File: config.mk
export PLATFORM = sky130hd
export DESIGN_NAME = color_mapper_pipe
export DESIGN_NICKNAME = d
export VERILOG_FILES = /design/src/rtl/color_mapper_pipe.sv
export SDC_FILE = /design/constraint.sdc
export NUM_CORES = 1
export LEC_CHECK = 0
export CAP_MARGIN = 15
export CORE_UTILIZATION = 52
export CTS_BUF_LIST = sky130_fd_sc_hd__clkbuf_4
export DETAILED_ROUTE_END_ITERATION = 10
export PLACE_DENSITY = 0.74
export SYNTH_ARGS = -nofsm -noshare
export SYNTH_HDL_FRONTEND = slang
export SYNTH_SLANG_ARGS = --single-unit
File: constraint.sdc
create_clock -name Clk -period 8.5 [get_ports Clk]
set_clock_uncertainty 0.05 [all_clocks]
set_input_delay 2.55 -clock Clk [delete_from_list [all_inputs] [get_ports Clk]]
set_output_delay 2.55 -clock Clk [all_outputs]
set_load 0.02 [all_outputs]
File: src/rtl/color_mapper_pipe.sv
// color_mapper_pipe
//   Three-stage pixel compositor. It draws NUM_SPR rectangular sprite layers
//   over a circular ball over a background texel, and it records per frame
//   which sprites the ball overlapped.
//   Stage 1: registers the pixel-aligned inputs, the ball offsets dx/dy and the
//            per-sprite opacity (box hit, non-key texel, latched enable).
//   Stage 2: registers dist^2 (21 bits) and radius^2 (20 bits).
//   Stage 3: registers the composited colour, out_valid and the collision flags.
// Ports
//   Clk, Reset_n                 clock; asynchronous active-low reset
//   DrawX, DrawY, pix_valid      current pixel coordinate and its valid strobe
//   frame_start                  one-cycle pulse at the first pixel of a frame
//   SprX, SprY, SprS             packed per-sprite top-left corner and square size
//   spr_rgb                      packed per-sprite texel colour {R,G,B}
//   BallX, BallY, Ball_size      ball centre and radius
//   bg_rgb                       background texel {R,G,B}
//   layer_en                     layer enables; bit NUM_SPR is the ball
//   Red, Green, Blue, out_valid  composited pixel, latency 3
//   hit                          per-sprite ball-overlap flags of the previous frame
module color_mapper_pipe #(
  parameter int unsigned NUM_SPR = 2,
  parameter int unsigned CW = 4,
  parameter logic [3*CW-1:0] KEY = {{CW{1'b1}}, {CW{1'b0}}, {CW{1'b1}}},
  parameter logic [3*CW-1:0] BALL_RGB = 12'hF70
) (
  input  logic                    Clk,
  input  logic                    Reset_n,
  input  logic [9:0]              DrawX,
  input  logic [9:0]              DrawY,
  input  logic                    pix_valid,
  input  logic                    frame_start,
  input  logic [10*NUM_SPR-1:0]   SprX,
  input  logic [10*NUM_SPR-1:0]   SprY,
  input  logic [10*NUM_SPR-1:0]   SprS,
  input  logic [3*CW*NUM_SPR-1:0] spr_rgb,
  input  logic [9:0]              BallX,
  input  logic [9:0]              BallY,
  input  logic [9:0]              Ball_size,
  input  logic [3*CW-1:0]         bg_rgb,
  input  logic [NUM_SPR:0]        layer_en,
  output logic [CW-1:0]           Red,
  output logic [CW-1:0]           Green,
  output logic [CW-1:0]           Blue,
  output logic                    out_valid,
  output logic [NUM_SPR-1:0]      hit
);

  localparam int unsigned PW = 3 * CW;

  // ---------------------------------------------------------------------------
  // Stage 1
  // ---------------------------------------------------------------------------
  logic [NUM_SPR:0]    r_layer_en_q;
  logic [NUM_SPR:0]    w_en;
  logic [NUM_SPR-1:0]  w_opq1;
  logic [10:0]         w_dx;
  logic [10:0]         w_dy;

  // A frame_start pixel already uses the enables sampled on that same cycle.
  assign w_en = frame_start ? layer_en : r_layer_en_q;

  // Two's complement 11-bit offsets; bit 10 is the sign.
  assign w_dx = {1'b0, DrawX} - {1'b0, BallX};
  assign w_dy = {1'b0, DrawY} - {1'b0, BallY};

  for (genvar g = 0; g < NUM_SPR; g++) begin : g_spr
    logic [10:0] w_xend;
    logic [10:0] w_yend;
    logic        w_box;
    // Box end computed at 11 bits so a sprite near the right/bottom edge never wraps.
    assign w_xend = {1'b0, SprX[10*g +: 10]} + {1'b0, SprS[10*g +: 10]};
    assign w_yend = {1'b0, SprY[10*g +: 10]} + {1'b0, SprS[10*g +: 10]};
    assign w_box  = (DrawX >= SprX[10*g +: 10]) && ({1'b0, DrawX} < w_xend) &&
                    (DrawY >= SprY[10*g +: 10]) && ({1'b0, DrawY} < w_yend);
    assign w_opq1[g] = w_box && (spr_rgb[PW*g +: PW] != KEY) && w_en[g];
  end

  logic                    r1_valid;
  logic                    r1_fs;
  logic [PW-1:0]           r1_bg;
  logic [PW*NUM_SPR-1:0]   r1_spr;
  logic [NUM_SPR-1:0]      r1_opq;
  logic                    r1_ball_en;
  logic [10:0]             r1_dx;
  logic [10:0]             r1_dy;
  logic [9:0]              r1_size;

  always_ff @(posedge Clk or negedge Reset_n) begin
    if (!Reset_n) begin
      r_layer_en_q <= '1;
      r1_valid     <= 1'b0;
      r1_fs        <= 1'b0;
      r1_bg        <= '0;
      r1_spr       <= '0;
      r1_opq       <= '0;
      r1_ball_en   <= 1'b0;
      r1_dx        <= '0;
      r1_dy        <= '0;
      r1_size      <= '0;
    end else begin
      if (frame_start)
        r_layer_en_q <= layer_en;
      r1_valid   <= pix_valid;
      r1_fs      <= frame_start;
      r1_bg      <= bg_rgb;
      r1_spr     <= spr_rgb;
      r1_opq     <= w_opq1;
      r1_ball_en <= w_en[NUM_SPR];
      r1_dx      <= w_dx;
      r1_dy      <= w_dy;
      r1_size    <= Ball_size;
    end
  end

  // ---------------------------------------------------------------------------
  // Stage 2
  // ---------------------------------------------------------------------------
  logic [10:0] w_adx;
  logic [10:0] w_ady;
  logic [20:0] w_ax;
  logic [20:0] w_ay;
  logic [20:0] w_d2;
  logic [19:0] w_sz;
  logic [19:0] w_s2;

  // |dx|,|dy| <= 1023, so the sum of squares fits in 21 bits.
  assign w_adx = r1_dx[10] ? (11'd0 - r1_dx) : r1_dx;
  assign w_ady = r1_dy[10] ? (11'd0 - r1_dy) : r1_dy;
  assign w_ax  = {10'd0, w_adx};
  assign w_ay  = {10'd0, w_ady};
  assign w_d2  = (w_ax * w_ax) + (w_ay * w_ay);
  assign w_sz  = {10'd0, r1_size};
  assign w_s2  = w_sz * w_sz;

  logic                    r2_valid;
  logic                    r2_fs;
  logic [PW-1:0]           r2_bg;
  logic [PW*NUM_SPR-1:0]   r2_spr;
  logic [NUM_SPR-1:0]      r2_opq;
  logic                    r2_ball_en;
  logic [20:0]             r2_d2;
  logic [19:0]             r2_s2;

  always_ff @(posedge Clk or negedge Reset_n) begin
    if (!Reset_n) begin
      r2_valid   <= 1'b0;
      r2_fs      <= 1'b0;
      r2_bg      <= '0;
      r2_spr     <= '0;
      r2_opq     <= '0;
      r2_ball_en <= 1'b0;
      r2_d2      <= '0;
      r2_s2      <= '0;
    end else begin
      r2_valid   <= r1_valid;
      r2_fs      <= r1_fs;
      r2_bg      <= r1_bg;
      r2_spr     <= r1_spr;
      r2_opq     <= r1_opq;
      r2_ball_en <= r1_ball_en;
      r2_d2      <= w_d2;
      r2_s2      <= w_s2;
    end
  end

  // ---------------------------------------------------------------------------
  // Stage 3
  // ---------------------------------------------------------------------------
  logic               w_ball_on;
  logic [PW-1:0]      w_rgb;
  logic               w_found;
  logic [NUM_SPR-1:0] w_set;
  logic [NUM_SPR-1:0] r_sticky;

  assign w_ball_on = r2_ball_en && (r2_d2 <= {1'b0, r2_s2});

  // Lowest-index opaque sprite wins, then the ball, then the background.
  always_comb begin
    w_rgb   = w_ball_on ? BALL_RGB : r2_bg;
    w_found = 1'b0;
    for (int unsigned i = 0; i < NUM_SPR; i++) begin
      if (!w_found && r2_opq[i]) begin
        w_rgb   = r2_spr[PW*i +: PW];
        w_found = 1'b1;
      end
    end
  end

  // Overlap is recorded for every opaque sprite, not only the visible one.
  assign w_set = r2_opq & {NUM_SPR{w_ball_on && r2_valid}};

  always_ff @(posedge Clk or negedge Reset_n) begin
    if (!Reset_n) begin
      out_valid <= 1'b0;
      Red       <= '0;
      Green     <= '0;
      Blue      <= '0;
      r_sticky  <= '0;
      hit       <= '0;
    end else begin
      out_valid <= r2_valid;
      if (r2_valid)
        {Red, Green, Blue} <= w_rgb;
      else
        {Red, Green, Blue} <= '0;
      // The frame_start pixel's own overlap is credited to the frame being closed.
      if (r2_fs) begin
        hit      <= r_sticky | w_set;
        r_sticky <= '0;
      end else begin
        r_sticky <= r_sticky | w_set;
      end
    end
  end

endmodule

==> results of run 1 <==
final timing paths:
| path | cells past startpoint | startpoint | end | slack, ns |
|---|---|---|---|---|
| worst max-delay path | 26 | r1_dx[0] | r2_d2[17] | 0.52 |
| worst min register to register | 0 | r1_spr[0] | r2_spr[0] | 0.31 |
| min in group asynchronous | 1 | Reset_n | r1_spr[20] | 1.98 |
| worst max register to register | 26 | r1_dx[0] | r2_d2[17] | 0.52 |
| max in group asynchronous | 2 | Reset_n | r2_d2[7] | 4.92 |
| worst min-delay path | 0 | r1_spr[0] | r2_spr[0] | 0.31 |
cell families (layout without fill, tap and decap cells):
kind of cell	count (synthesis)	count (layout)
xor gates and xnor gates	109	109
buffers and inverters	454	644
muxes	6	6
DFF	174	174
other	2	16
AOI/OAI and AO/OA	298	298
adders and majority gates	509	509
and+or+nand+nor	383	383
area by class of cell:
| type | count | area share [%] |
|---|---|---|
| Multi-Input combinational cell | 1319 | 59.8 |
| Sequential cell | 174 | 20.2 |
| Timing Repair Buffer | 174 | 8.01 |
| Inverter | 438 | 7.64 |
| Tap cell | 461 | 2.68 |
| Clock inverter | 15 | 1.02 |
| Clock buffer | 17 | 0.593 |
| Antenna cell | 2 | 0.0232 |
routing by layer:
metal	GRT usage, %	part of all wire, %	vias up
li1	-	-	6579
met1	33.3	45	6731
met2	43.3	49	293
met3	3.31	4.3	34
met4	5.84	1.6	0
met5	0	0	-
registers in the layout, indices dropped and copies added (netlist names), 3 cells and up:
register,count
r1_bg,12
r1_dy,11
r_layer_en_q,3
r2_bg,12
Green,4
r2_s2,19
r1_size,10
Blue,4
r1_dx,11
r2_d2,21
r2_spr,24
r1_spr,24
Red,4
synth_stat cells (28+ instances only):
cell type / n
ha_1: 295
nand2_1: 107
dfrtp_1: 171
and2_1: 40
fa_1: 214
nand2b_1: 28
xnor2_1: 65
o21ai_0: 65
a21o_1: 39
inv_1: 434
nor2_1: 106
a21oi_1: 83
xor2_1: 43
stage by stage:
step                      area (sq um)  util (%)  setup slack, ns  hold slack (ns)
final                            21500      60.4            0.518            0.309
after CTS                        21500      60.4            0.573            0.313
after global placement           21200      59.4            0.903            0.282
after global routing             21500      60.4           0.0651            0.319
after floorplan                  18900         -             1.44            0.281
after detailed placement         21200      59.4            0.624            0.285
==> summary.md, run 1 <==
| Metric | Value |
|---|---|
| Status | `complete, no violations` |
| GPL Wtd Cong | `0.937` |
| Achievable frequency | `125 MHz` |
| Port Buffers | `167` |
| Inserted Clock Buffers | `17` |
| Setup CP Type | `reg2reg` |
| Vias per inst | `5.25` |
| Clock sink count | `174` |
| Antenna violations before repair | `3` |
| Ys Warns | `0` |
| Share of layout cells above drive strength 1 | `3.28%` |
| Synth top area share | `22.7%` |
| Yosys reg bits | `174` |
| Initial drt markers | `816` |
| Total gr overflow | `0` |
| Synth area leaders | `fa_1 23%, dfrtp_1 23%, ha_1 20%` |
| Hold Buf Count CTS | `0` |
| Row Count | `69` |
| Final hold vios | `0` |
| Period utilisation layout | `93.9%` |
| Asr flop ratio synth | `100%` |
| Cells after Synth | `1935` |
| Main combinational cell family by area after synthesis | `adder cells` |
| Synth Area in XOR/XNOR | `5.09%` |
| P&R area growth vs syn | `14.0%` |
| PostCTS Resize Cnt | `0` |
| Yosys top cell by area | `fa_1` |
| Post-synthesis mux area share | `0.344%` |
| DIE WIDTH | `193 um` |
| Compound-Gate Fraction of Synth Area | `10.2%` |
| First drt pass iteration count | `6` |
| CTS tree | `yes` |
| Worst-path clk slew | `0.16 ns` |
| Family with the most delay on the worst path | `adder cells` |
| Global-route wire length before repair | `71800 um` |
| Seq/Total Area, Yosys | `23.1%` |
| Vias in the first global route | `14400` |
| Critical path launch point type | `flop` |
| CP endpoint kind | `flop` |
| CP dominant cell by count | `fa_1` |
| Core ar. | `35700 sq um` |
| RSZ-0062 raised after global routing | `false` |
| Post-synth EDFFs | `0` |
| Number of library cell types mapped by synthesis | `67` |
| CP required | `8.95 ns` |
| Slew Viols, Final | `0` |
| WP data arrival | `8.43 ns` |
| Setup_tns | `0 ns` |
| Worst rel slew slack | `37.6%` |
| Adder and majority cell fraction of the synthesized area | `42.2%` |
| Slowest CP cell | `xnor2_1` |
| Final min period | `7.98 ns` |
| Multi-input logic area | `12900 sq um` |
| Drt total wl | `43500 um` |
| Top_reg_cell synth | `dfrtp_1` |
| Commonest non-fill, non-tap cell in the layout | `inv_1` |
| IO Pins | `168` |
| Max FO, Critical Path | `10` |
| Post-Place Cells | `2566` |
| Post CTS Setup Buffer Count | `0` |
| Clk_lat worst skew | `0.59 ns` |
| Avg Synthesized Cell Area | `9.76 sq um` |
| Final setup violation count | `0` |
| Synthesized cell area | `18900 sq um` |
| Clk buf depth | `2` |
| Gr usage total | `25.1%` |
| Largest net degree at the start of global routing | `107` |
| Post-Synth Simple-Gate Area | `9.99%` |
| Filler cells | `3012` |
| Fin cells | `2600` |
| WL/cell | `16.7 um` |
| Most frequent cells in the layout | `434 x inv_1, 295 x ha_1, 214 x fa_1, 171 x dfrtp_1, 166 x clkdlybuf4s50_1` |
| DPL Wire Length | `38000 um` |
| Register area | `4360 sq um` |
| Buf/Inv on CP | `6` |
| Worst Max-Slew Pin Slew | `0.937 ns` |
| Crit path largest cell delay | `0.63 ns` |
| Initial Utilization | `53.0%` |
| CTS Root Cell | `clkbuf_4` |
| Worst Hold Class | `reg2reg` |
| Die area | `37100 sq um` |
| Die Y | `193 um` |
| Max H-tree Level | `4` |
| Nets@finish | `2786` |
| # DRC | `0` |
| ANT nets after route | `0` |
| Detailed-route via count | `13600` |
| Max cap viols | `0` |
Power of run 1 is left out: the tool's default activity adds up to more than one toggle a clock period on the data nets, which glitch-free logic cannot reach.
==> run 2, diff against run 1 <==
- CORE_ASPECT_RATIO: not set -> 1.5
==> summary.md, run 2 (synthesis gave the netlist of run 1 again) <==
| Metric | Value |
|---|---|
| Hold endpoint | `r2_spr[3]` |
| Vias in the first global route | `15000 (+4.0%)` |
| Hold Crit Start | `r1_spr[3]` |
| Inserted Clock Buffers | `17 (unchanged)` |
| Clk_lat worst skew | `0.65 ns (+0.06 ns)` |
| Flop2flop setup slack | `0.67 ns (+0.15 ns)` |
| Vias per inst | `5.25 (+0.11%)` |
| P&R area growth vs syn | `13.9% (about the same)` |
| Hold Buf Count CTS | `0 (unchanged)` |
| WP data arrival | `8.33 ns (-0.10 ns)` |
| Post CTS Setup Buffer Count | `0 (unchanged)` |
| Hold Path Depth | `0 (unchanged)` |
| Achievable frequency | `128 MHz (+2.0%)` |
| Detailed-route via count | `13700 (+0.61%)` |
| IO Pins | `168 (unchanged)` |
| Worst setup margin | `0.672 ns (+0.154 ns)` |
| Drt total wl | `43000 um (-1.2%)` |
| Clk buf depth | `2 (unchanged)` |
| Total gr overflow | `0 (unchanged)` |
| CP required | `9.00 ns (+0.05 ns)` |
| Max FO, Critical Path | `10 (unchanged)` |
| Die Y | `235 um (+22%)` |
| Critical path launch point type | `flop` |
| Commonest non-fill, non-tap cell in the layout | `inv_1` |
| Most frequent cells in the layout | `434 x inv_1, 295 x ha_1, 214 x fa_1, 171 x dfrtp_1, 166 x clkdlybuf4s50_1` |
| Final min period | `7.83 ns (-0.154 ns)` |
| Setup WS pre-CTS | `0.716 ns (+0.0920 ns)` |
| DIE WIDTH | `158 um (-18%)` |
| Setup CP Type | `reg2reg` |
| Clock sink count | `174 (unchanged)` |
| WL/cell | `16.5 um (-1.6%)` |
| RSZ-0062 raised after global routing | `false` |
| R2R depth | `26 (unchanged)` |
| Worst Hold Class | `reg2reg` |
| Antenna violations before repair | `2 (-1)` |
| R2r endpoint | `r2_d2[17]` |
| DPL Wire Length | `37800 um (-0.51%)` |
| Final setup violation count | `0 (unchanged)` |
| Finished Cell Area | `21500 sq um (about the same)` |
| Core ar. | `35800 sq um (+0.52%)` |
| Slew Viols, Final | `0 (unchanged)` |
| Setup_tns | `0 ns (unchanged)` |
| Status | `complete, no violations` |
| Final hold vios | `0 (unchanged)` |
| First drt pass iteration count | `7 (+1)` |
| Die area | `37100 sq um (about the same)` |
| Global-route wire length before repair | `72000 um (+0.25%)` |
| Worst-path clk slew | `0.20 ns (+0.04 ns)` |
| GPL Wtd Cong | `0.933 (-0.43%)` |
| # DRC | `0 (unchanged)` |
| Initial Utilization | `52.7% (-0.27 points)` |
| Largest net degree at the start of global routing | `117 (+9.3%)` |
| CTS tree | `yes` |
| CTS Root Cell | `clkbuf_4` |
| Worst Max-Slew Pin Slew | `1.02 ns (+0.0804 ns)` |
| Largest regs | `r1_spr x24, r2_spr x24, r2_d2 x21` |
| Worst reg2reg path startpoint | `r1_dx[0]` |
| Period utilisation layout | `92.1% (-1.8 points)` |
| Crit path launch | `r1_dx[0]` |
| ANT nets after route | `0 (unchanged)` |
| CP endpoint kind | `flop` |
| Initial drt markers | `517 (-37%)` |
| DP Area | `21200 sq um (about the same)` |
| Row Count | `85 (+23%)` |
| Max H-tree Level | `4 (unchanged)` |
| Nets@finish | `2782 (-0.14%)` |
| PostCTS Resize Cnt | `0 (unchanged)` |
| Port Buffers | `167 (unchanged)` |
| Share of layout cells above drive strength 1 | `3.14% (-0.13 points)` |
| Worst hold margin | `0.298 ns (-0.0106 ns)` |
| Max cap viols | `0 (unchanged)` |
| Gr usage total | `25.2% (+0.19 points)` |
| Worst rel slew slack | `32.2% (-5.4 points)` |
run 2: layout make-up:
cell class | instances | area (sq um)
antenna | 2 | 5.00
clock buffer | 17 | 128
clock inverter | 15 | 218
fill | 3027 | 14300
inverter | 438 | 1640
multi-input combinational | 1319 | 12900
sequential | 174 | 4360
tap | 478 | 598
timing repair buffer | 170 | 1700
run 2: critical path: stages, from the launching register on:
cell and delay, ns:
dfrtp_1 0.54, inv_1 0.23, ha_1 0.28, nand3b_1 0.16, o31ai_1 0.10, xnor2_1 0.63, nand2_1 0.24, fa_1 0.56
inv_1 0.06, fa_1 0.53, inv_1 0.05, fa_1 0.50, inv_1 0.06, fa_1 0.50, fa_1 0.53, fa_1 0.54
inv_1 0.06, fa_1 0.52, inv_1 0.04, ha_1 0.36, a21o_1 0.18, a21o_1 0.16, a21oi_1 0.16, nor2_1 0.07
a221oi_1 0.31, nor2b_1 0.22, xnor2_1 0.14
run 2: layer usage:
metal | up-vias | track usage [%] | wire length (um)
met3 | 81 | 3.61 | 1390
met5 | - | 0 | 0
met1 | 6783 | 27.6 | 16100
li1 | 6573 | - | -
met2 | 283 | 46.5 | 23400
met4 | 0 | 12.7 | 2120
run 2: how the worst max path moves through the flow:
stage,slack [ns],to,cells past startpoint
global placement,0.85,r2_d2[19],26
CTS,0.67,r2_d2[17],26
finish,0.67,r2_d2[17],26
floorplan,1.44,r2_d2[17],26
detailed placement,0.72,r2_d2[17],26
global route,0.05,r2_d2[17],26
run 2: stage by stage:
step / cells / utilization [%]
after floorplan: 1947 / -
after global placement: 2579 / 59.1
after detailed placement: 2579 / 59.1
after CTS: 2611 / 60.0
after global routing: 2613 / 60.0
final: 2613 / 60.0
Power of run 2 is left out for the same reason.
==> run 3, diff against run 2 <==
- CTS_BUF_LIST: sky130_fd_sc_hd__clkbuf_4 -> not set
- SETUP_SLACK_MARGIN: not set -> 0.2
==> summary.md, run 3 (synthesis gave the netlist of run 1 again) <==
| Metric | Value |
|---|---|
| Status | `complete, no violations` |
| Worst-path clk slew | `0.09 ns (-0.11 ns)` |
| CP required | `8.82 ns (-0.18 ns)` |
| Die Y | `235 um (unchanged)` |
| Setup CP Type | `reg2reg` |
| Initial drt markers | `559 (+8.1%)` |
| Global-route wire length before repair | `72800 um (+1.0%)` |
| Hold Path Depth | `0 (unchanged)` |
| P&R area growth vs syn | `15.6%` |
| Share of layout cells above drive strength 1 | `3.33% (+0.19 points)` |
| R2R depth | `26 (unchanged)` |
| WP data arrival | `8.05 ns (-0.28 ns)` |
| Hold Buf Count CTS | `0 (unchanged)` |
| Critical path launch point type | `flop` |
| Slew Viols, Final | `0 (unchanged)` |
| RSZ-0062 raised after global routing | `false` |
| Inserted Clock Buffers | `17 (unchanged)` |
| DPL Wire Length | `37800 um (unchanged)` |
| WL/cell | `16.7 um (+1.5%)` |
| Final min period | `7.73 ns (-0.0930 ns)` |
| CP endpoint kind | `flop` |
| First drt pass iteration count | `5 (-2)` |
| Crit path launch | `r1_dx[0]` |
| Final hold vios | `0 (unchanged)` |
| ANT nets after route | `0 (unchanged)` |
| Vias per inst | `5.25 (about the same)` |
| DIE WIDTH | `158 um (unchanged)` |
| Setup_tns | `0 ns (unchanged)` |
| Core ar. | `35800 sq um (unchanged)` |
| Clk_lat worst skew | `0.46 ns (-0.19 ns)` |
| # DRC | `0 (unchanged)` |
| Gr usage total | `25.5% (+0.27 points)` |
| Nets@finish | `2782 (unchanged)` |
| Die area | `37100 sq um (unchanged)` |
| CTS Root Cell | `clkbuf_16` |
| Row Count | `85 (unchanged)` |
| Detailed-route via count | `13700 (-0.015%)` |
| Filler cells | `2974 (-1.8%)` |
| Max cap viols | `0 (unchanged)` |
| Register area | `4360 sq um (unchanged)` |
| Clk buf depth | `2 (unchanged)` |
| CTS tree | `yes` |
| Achievable frequency | `129 MHz (+1.2%)` |
| Drt total wl | `43600 um (+1.4%)` |
| R2r endpoint | `r2_d2[17]` |
| CP endpoint | `r2_d2[17]` |
| Flop2flop setup slack | `0.77 ns (+0.09 ns)` |
| IO Pins | `168 (unchanged)` |
| Worst reg2reg path startpoint | `r1_dx[0]` |
| Worst rel slew slack | `31.4% (-0.76 points)` |
| Port Buffers | `167 (unchanged)` |
| Period utilisation layout | `91.0% (-1.1 points)` |
| Commonest non-fill, non-tap cell in the layout | `inv_1` |
| Total gr overflow | `0 (unchanged)` |
| Initial Utilization | `52.7% (unchanged)` |
| Final setup violation count | `0 (unchanged)` |
| Largest regs | `r1_spr x24, r2_spr x24, r2_d2 x21` |
| Clock sink count | `174 (unchanged)` |
| GPL Wtd Cong | `0.933 (unchanged)` |
| Worst Hold Class | `reg2reg` |
| N_diodes | `0 (-2)` |
| Max H-tree Level | `4 (unchanged)` |
| Multi-input logic area | `12900 sq um (+0.23%)` |
| Vias in the first global route | `15100 (+0.72%)` |
| Largest net degree at the start of global routing | `117 (unchanged)` |
| Max FO, Critical Path | `9 (-1)` |
| Most frequent cells in the layout | `434 x inv_1, 295 x ha_1, 214 x fa_1, 171 x dfrtp_1, 166 x clkdlybuf4s50_1` |
| Worst Max-Slew Pin Slew | `1.03 ns (+0.0114 ns)` |
| Antenna violations before repair | `0 (-2)` |
[run 3: changes by cell type in the layout (fill, tap and decap cells not counted), sizes merged]
cell | previous run | this run
diode | 2 | 0
[run 3: timing repair]
| item | CTS | global route |
|---|---|---|
| resized for setup | 0 | 4 |
| setup endpoints to repair | 0 | 2 |
| setup buffers | 0 | 0 |
[run 3: how the worst min path moves through the flow]
stage	from	endpoint	slack (ns)
2_1_floorplan	r1_ball_en	r2_ball_en	0.28
3_3_place_gp	r1_fs	r2_fs	0.28
3_5_place_dp	r1_bg[10]	r2_bg[10]	0.28
4_1_cts	r1_spr[3]	r2_spr[3]	0.30
5_1_grt	r1_spr[10]	r2_spr[10]	0.30
6_report	r1_spr[3]	r2_spr[3]	0.30
[run 3: critical path, cell delays in order (launching register included)]
cell and delay (ns):
dfrtp_1 0.48, inv_1 0.29, nand3_1 0.14, or2_2 0.31, o21ai_0 0.27, xnor2_2 0.24, inv_1 0.23, nor2_1 0.25
fa_1 0.46, fa_1 0.51, inv_1 0.05, fa_1 0.48, inv_1 0.05, fa_1 0.53, fa_1 0.48, fa_1 0.56
inv_1 0.06, fa_1 0.56, inv_1 0.05, ha_1 0.33, o21ai_0 0.18, nand2b_1 0.07, a21oi_1 0.19, a21oi_1 0.10
a221oi_1 0.37, nor2b_1 0.22, xnor2_1 0.14
[run 3: through the flow]
| stage | std cells | instance area [sq um] | util [%] | worst slack [ns] | hold slack (ns) |
|---|---|---|---|---|---|
| CTS | 2611 | 21800 | 60.9 | 0.688 | 0.300 |
| floorplan | 1947 | 18900 | - | 1.44 | 0.281 |
| detailed placement | 2579 | 21200 | 59.1 | 0.716 | 0.285 |
| global route | 2611 | 21800 | 60.9 | 0.202 | 0.304 |
| finish | 2611 | 21800 | 60.9 | 0.765 | 0.300 |
| global placement | 2579 | 21200 | 59.1 | 0.853 | 0.282 |
[run 3: area by class of cell]
| class | count | area share, % |
|---|---|---|
| multi-input combinational | 1319 | 59.1 |
| sequential | 174 | 20.0 |
| timing repair buffer | 170 | 7.76 |
| inverter | 438 | 7.53 |
| tap | 478 | 2.74 |
| clock buffer | 17 | 1.95 |
| clock inverter | 15 | 0.997 |
[run 3: metal layers]
layer	part of all wire, %	track usage [%]	vias to the layer above
met5	0	0	-
met4	4.9	13.0	0
met3	3.3	3.07	93
met2	55	47.2	293
met1	37	28.0	6769
li1	-	-	6563
Power of run 3 is left out for the same reason.
